### config.mk
export PLATFORM = sky130hd
export DESIGN_NAME = compare_result_tracker_flat
export DESIGN_NICKNAME = d
export VERILOG_FILES = /design/src/rtl/compare_result_if.sv /design/src/rtl/compare_result_tracker.sv /design/src/flat_wrapper.sv
export SDC_FILE = /design/constraint.sdc
export NUM_CORES = 1
export LEC_CHECK = 0
export CAP_MARGIN = 20
export CORE_ASPECT_RATIO = 1.1
export CORE_MARGIN = 5
export CORE_UTILIZATION = 50
export CTS_BUF_LIST = sky130_fd_sc_hd__clkbuf_2
export DETAILED_ROUTE_END_ITERATION = 10
export PLACE_DENSITY = 0.8
export SLEW_MARGIN = 20
export SYNTH_ARGS = -nofsm -noshare
export SYNTH_HDL_FRONTEND = slang
export SYNTH_SLANG_ARGS = --single-unit
### constraint.sdc
create_clock -name clk -period 3.6 [get_ports clk]
set_input_delay 0.36 -clock clk [delete_from_list [all_inputs] [get_ports clk]]
set_output_delay 0.36 -clock clk [all_outputs]
set_load 0.02 [all_outputs]
### src/rtl/compare_result_if.sv
// compare_result_if: comparator flag sample inputs and debounced relation/counter outputs
interface compare_result_if #(parameter int CNT_W = 8);
   logic             in_valid;
   logic             greater;
   logic             lesser;
   logic             equal;
   logic             clr_cnt;
   logic [1:0]       state;
   logic             state_chg;
   logic [3:0]       run_len;
   logic [CNT_W-1:0] gt_cnt;
   logic [CNT_W-1:0] lt_cnt;
   logic [CNT_W-1:0] eq_cnt;
   logic             err;
   modport master (
      output in_valid, greater, lesser, equal, clr_cnt,
      input  state, state_chg, run_len, gt_cnt, lt_cnt, eq_cnt, err
   );
   modport slave (
      input  in_valid, greater, lesser, equal, clr_cnt,
      output state, state_chg, run_len, gt_cnt, lt_cnt, eq_cnt, err
   );
endinterface

### src/rtl/compare_result_tracker.sv
// compare_result_tracker: debounces comparator flags into a stable relation state,
// counts legal outcomes with saturation and flags illegal flag combinations
module compare_result_tracker #(
   parameter int DEBOUNCE = 3,
   parameter int CNT_W    = 8
) (
   input logic             clk,
   input logic             rst,
   compare_result_if.slave bus
);
   typedef enum logic [1:0] {UNKNOWN = 2'b00, LESS = 2'b01, EQUAL = 2'b10, GREATER = 2'b11} rel_t;
   localparam logic [3:0]       DB  = 4'(DEBOUNCE);
   localparam logic [CNT_W-1:0] MAX = '1;
   localparam logic [CNT_W-1:0] ONE = {{(CNT_W-1){1'b0}}, 1'b1};
   rel_t             st_q, st_d, cand_q, cand_d, rel;
   logic [3:0]       len_q, len_d;
   logic             chg_q, chg_d, err_q, err_d, legal;
   logic [CNT_W-1:0] gt_q, gt_d, lt_q, lt_d, eq_q, eq_d;
   always_ff @(posedge clk) begin
      if (rst) begin
         st_q   <= UNKNOWN;
         cand_q <= UNKNOWN;
         len_q  <= '0;
         chg_q  <= 1'b0;
         err_q  <= 1'b0;
         gt_q   <= '0;
         lt_q   <= '0;
         eq_q   <= '0;
      end else begin
         st_q   <= st_d;
         cand_q <= cand_d;
         len_q  <= len_d;
         chg_q  <= chg_d;
         err_q  <= err_d;
         gt_q   <= gt_d;
         lt_q   <= lt_d;
         eq_q   <= eq_d;
      end
   end
   always_comb begin
      legal  = bus.in_valid && ({bus.greater, bus.lesser, bus.equal} inside {3'b100, 3'b010, 3'b001});
      rel    = bus.greater ? GREATER : bus.lesser ? LESS : EQUAL;
      st_d   = st_q;
      cand_d = cand_q;
      len_d  = len_q;
      chg_d  = 1'b0;
      err_d  = err_q;
      gt_d   = gt_q;
      lt_d   = lt_q;
      eq_d   = eq_q;
      if (bus.in_valid && !legal) begin
         err_d  = 1'b1;
         len_d  = '0;
         cand_d = UNKNOWN;
      end else if (legal) begin
         cand_d = rel;
         len_d  = (rel != cand_q) ? 4'd1 : (len_q == DB) ? len_q : len_q + 4'd1;
         // candidate is never UNKNOWN here, so state cannot fall back to UNKNOWN
         if (len_d == DB && cand_d != st_q) begin
            st_d  = cand_d;
            chg_d = 1'b1;
         end
         gt_d = (rel == GREATER && gt_q != MAX) ? gt_q + ONE : gt_q;
         lt_d = (rel == LESS && lt_q != MAX) ? lt_q + ONE : lt_q;
         eq_d = (rel == EQUAL && eq_q != MAX) ? eq_q + ONE : eq_q;
      end
      if (bus.clr_cnt) begin
         gt_d = '0;
         lt_d = '0;
         eq_d = '0;
      end
   end
   assign bus.state     = st_q;
   assign bus.state_chg = chg_q;
   assign bus.run_len   = len_q;
   assign bus.gt_cnt    = gt_q;
   assign bus.lt_cnt    = lt_q;
   assign bus.eq_cnt    = eq_q;
   assign bus.err       = err_q;
endmodule

### src/flat_wrapper.sv
// flat-port wrapper written by rule: the top's interface ports become plain ports
module compare_result_tracker_flat 
#(
   parameter int DEBOUNCE = 3,
   parameter int CNT_W    = 8
)
  (clk, rst, bus_in_valid, bus_greater, bus_lesser, bus_equal, bus_clr_cnt, bus_state, bus_state_chg, bus_run_len, bus_gt_cnt, bus_lt_cnt, bus_eq_cnt, bus_err);
  compare_result_if #(.CNT_W(CNT_W)) bus_i ();
  input logic clk;
  input logic rst;
  input wire logic [$bits(bus_i.in_valid)-1:0] bus_in_valid;
  input wire logic [$bits(bus_i.greater)-1:0] bus_greater;
  input wire logic [$bits(bus_i.lesser)-1:0] bus_lesser;
  input wire logic [$bits(bus_i.equal)-1:0] bus_equal;
  input wire logic [$bits(bus_i.clr_cnt)-1:0] bus_clr_cnt;
  output wire logic [$bits(bus_i.state)-1:0] bus_state;
  output wire logic [$bits(bus_i.state_chg)-1:0] bus_state_chg;
  output wire logic [$bits(bus_i.run_len)-1:0] bus_run_len;
  output wire logic [$bits(bus_i.gt_cnt)-1:0] bus_gt_cnt;
  output wire logic [$bits(bus_i.lt_cnt)-1:0] bus_lt_cnt;
  output wire logic [$bits(bus_i.eq_cnt)-1:0] bus_eq_cnt;
  output wire logic [$bits(bus_i.err)-1:0] bus_err;
  assign bus_i.in_valid = bus_in_valid;
  assign bus_i.greater = bus_greater;
  assign bus_i.lesser = bus_lesser;
  assign bus_i.equal = bus_equal;
  assign bus_i.clr_cnt = bus_clr_cnt;
  assign bus_state = bus_i.state;
  assign bus_state_chg = bus_i.state_chg;
  assign bus_run_len = bus_i.run_len;
  assign bus_gt_cnt = bus_i.gt_cnt;
  assign bus_lt_cnt = bus_i.lt_cnt;
  assign bus_eq_cnt = bus_i.eq_cnt;
  assign bus_err = bus_i.err;
  compare_result_tracker #(.DEBOUNCE(DEBOUNCE), .CNT_W(CNT_W)) u_core (.clk(clk), .rst(rst), .bus(bus_i));
endmodule
==> impl_metrics.tcl <==
set metrics [dict create \
    status "finished clean" \
    endpoint_kind "flip-flop" \
    hold_path_end "u_core.bus.err" \
    grt_max_degree 21 \
    via_per_inst 5.73 \
    track_usage_pct 16.3 \
    setup_ws_ns 1.66 \
    via_count 1519 \
    synthCells 189 \
    synthTopCellsByArea "dfxtp_1 (40%), nor2_1 (6.2%), xor2_1 (6.2%)" \
    die_area_um2 4670 \
    setup_viol 0 \
    first_pass_iters 4 \
    drtAntennaViolNets 0 \
    layout_min_cycle_time_ns 1.94 \
    yosysWarningCount 0 \
    start_util_pct 51.4 \
    max-vdd-ir-drop_v 0.000151 \
    setup_tns_ns 0 \
    r2r_slack_ns 1.78 \
    holdCritPathClass "flip-flop to flip-flop" \
    relSlewSlack_pct 65.2 \
    ios 39 \
    crit_buf_inv 1 \
    reg2reg_from "u_core.bus.lt_cnt[0]" \
    dp_slack_ns 1.27 \
    cts_buffers 5 \
    cts-root-buf "clkbuf_2" \
    synth.distinct_cells 47 \
    wirelength_mm 3.56 \
    cts_resized 0 \
    gr-total-overflow 0 \
    cpMaxStageDelayCell "clkdlybuf4s50_1" \
    cp.arrival_ns 2.21 \
    ys.flop_type "dfxtp_1" \
    insertion_delay_ns 0.38 \
    rows 22 \
    critical_path.top_delay_family "buffers and inverters" \
    synth.largest_area_cell "dfxtp_1" \
    critical_path_class "input pin to flip-flop" \
    place.gp.congestion 0.774 \
    ctsHoldBuffers 0 \
    syn_avg_cell_area_um2 8.99 \
    rsz0062_at_grt "false" \
    syn2layout_area_growth_pct 25.8 \
    min_period_over_period_pct 53.9 \
    fmax_mhz 515 \
    synth_top_area_share_pct 40.1 \
    cp_max_fo 13 \
    reg2reg_depth 6 \
    clk_pin_slew_ns 0.18 \
    drcViolationCount 0 \
    slew_viol_final 0 \
    cts_setup_buffers 0 \
    core_um2 3300 \
    nNetsFinal 239 \
    power_leakage_nw 0.746 \
    grt_pass1_vias 1343 \
    timing.critical_path.required_ns 3.87 \
    synth.cell_area_um2 1700 \
    cp_cell_sequence "clkdlybuf4s50_1, nand4bb_2, a21oi_1, nand4_1, xor2_1, nor2_1" \
    slowest_delay_ns 0.62 \
    cts_sinks 34 \
    clockBufferDepth 2 \
    synth-seq-cells 34 \
    min-delay-start "u_core.bus.err" \
    h-tree-depth 2 \
    startpoint_type "input pin" \
    cellPowerDensity_nw_per_um2 292 \
    synth-seq-area-share_pct 40.1 \
    antenna_found_initial 0 \
    skew_ns 0.0195 \
    grt_first_pass_wirelength_mm 6.02 \
    synth_edf_count 0 \
    cts_tree "done" \
    hold_violations 0 \
    rr_endpoint "u_core.bus.lt_cnt[4]" \
    maxCapViolations 0 \
    diodes 0 \
    synthArstFlopShare_pct 0 \
    die_w_um 65.6 \
    die_h_um 71.1 \
    min_path_cells 2 \
    drive_gt1_share_pct 7.86 \
    wl_per_cell_um 13.4 \
    dp_hpwl_mm 2.56 \
    port_buffers 38 \
    drtIter0Drc 129 \
    synth_fp_nets 200 \
    tightestPinTransition_ns 0.522 \
]
-- placed cells by master, fill, tap and decap left out, drive strengths merged, types with 6 or more instances in the layout --
master / Yosys / layout
clkdlybuf4s50: 0 / 38
dfxtp: 34 / 34
nor2: 28 / 28
xor2: 12 / 12
nand2: 11 / 11
a21oi: 8 / 8
nand3: 7 / 7
nand4: 7 / 7
o21ai: 6 / 6
nor3: 6 / 6
clkbuf: 3 / 6
-- layer usage --
metal | track usage, % | wire length, um | vias to the layer above
li1 | - | - | 774
met1 | 21.5 | 1720 | 706
met2 | 24.4 | 1610 | 32
met3 | 5.24 | 164 | 7
met4 | 6.91 | 63 | 0
met5 | 0 | 0 | -
-- cell usage after synthesis, types with 3 or more instances --
| library cell | instances |
|---|---|
| a31oi_1 | 4 |
| and4_1 | 3 |
| inv_1 | 3 |
| ha_1 | 4 |
| a21oi_1 | 8 |
| dfxtp_1 | 34 |
| nor4_1 | 3 |
| xnor2_1 | 5 |
| o21ai_0 | 6 |
| nor3_1 | 6 |
| nand2_1 | 11 |
| xor2_1 | 12 |
| mux2i_1 | 4 |
| clkbuf_1 | 3 |
| nand3_1 | 7 |
| nor3b_1 | 3 |
| nand4_1 | 7 |
| nor2_1 | 28 |
-- layout make-up --
class	instances	area (um^2)
Fill cell	293	1160
Multi-Input combinational cell	145	978
Sequential cell	34	681
Timing Repair Buffer	38	380
Tap cell	36	45.0
Clock buffer	6	30.0
Inverter	4	15.0
Clock inverter	2	8.76
-- worst max path at each step --
stage / start / end / slack (ns) / cells after the start
3_3_place_gp: bus_in_valid / u_core.bus.state[1] / 1.30 / 6
4_1_cts: u_core.bus.run_len[2] / bus_run_len[2] / 1.66 / 1
3_5_place_dp: bus_greater / u_core.bus.lt_cnt[4] / 1.27 / 6
2_1_floorplan: u_core.bus.lt_cnt[0] / u_core.bus.lt_cnt[4] / 1.89 / 6
5_1_grt: bus_greater / u_core.bus.lt_cnt[3] / 1.51 / 6
6_report: bus_greater / u_core.bus.lt_cnt[4] / 1.66 / 6
-- kinds of logic (layout without fill, tap and decap cells) --
logic type | Yosys count | in the layout | synth area share (%)
AOI/OAI and AO/OA | 36 | 36 | 15.6
adders and majority gates | 4 | 4 | 2.95
xor gates and xnor gates | 17 | 17 | 8.76
and+or+nand+nor | 84 | 84 | 27.9
muxes | 4 | 4 | 2.36
DFF | 34 | 34 | 40.1
buffers and inverters | 10 | 50 | 2.36
-- state kept, by name, indices dropped and copies added (netlist names) --
| name | flops |
|---|---|
| u_core.bus.eq_cnt | 8 |
| u_core.bus.err | 1 |
| u_core.bus.gt_cnt | 8 |
| u_core.bus.lt_cnt | 8 |
| u_core.bus.run_len | 4 |
| u_core.bus.state | 2 |
| u_core.bus.state_chg | 1 |
| u_core.cand_q | 2 |
-- tightest hold or removal path: stages, from the launching register on --
cell and delay (ns):
dfxtp_1 0.37, a21oi_1 0.05, nor2_1 0.07
-- stage by stage --
stage | std cells | hold WS, ns | power (mW) | area [um^2] | util, %
floorplan | 189 | 0.493 | 0.434 | 1700 | -
global placement | 257 | 0.461 | 0.455 | 2100 | 63.6
detailed placement | 257 | 0.473 | 0.456 | 2100 | 63.6
CTS | 265 | 0.515 | 0.633 | 2140 | 64.7
global route | 265 | 0.548 | 0.651 | 2140 | 64.7
finish | 265 | 0.515 | 0.624 | 2140 | 64.7
-- power breakdown --
group / switching (mW) / leakage (nW) / internal [mW]
logic: 0.0326 / 0.441 / 0.0279
clock network: 0.127 / 0.0304 / 0.0478
registers: 0.00633 / 0.275 / 0.381
total: 0.166 / 0.746 / 0.457
Power figures use the tool's default switching activity.
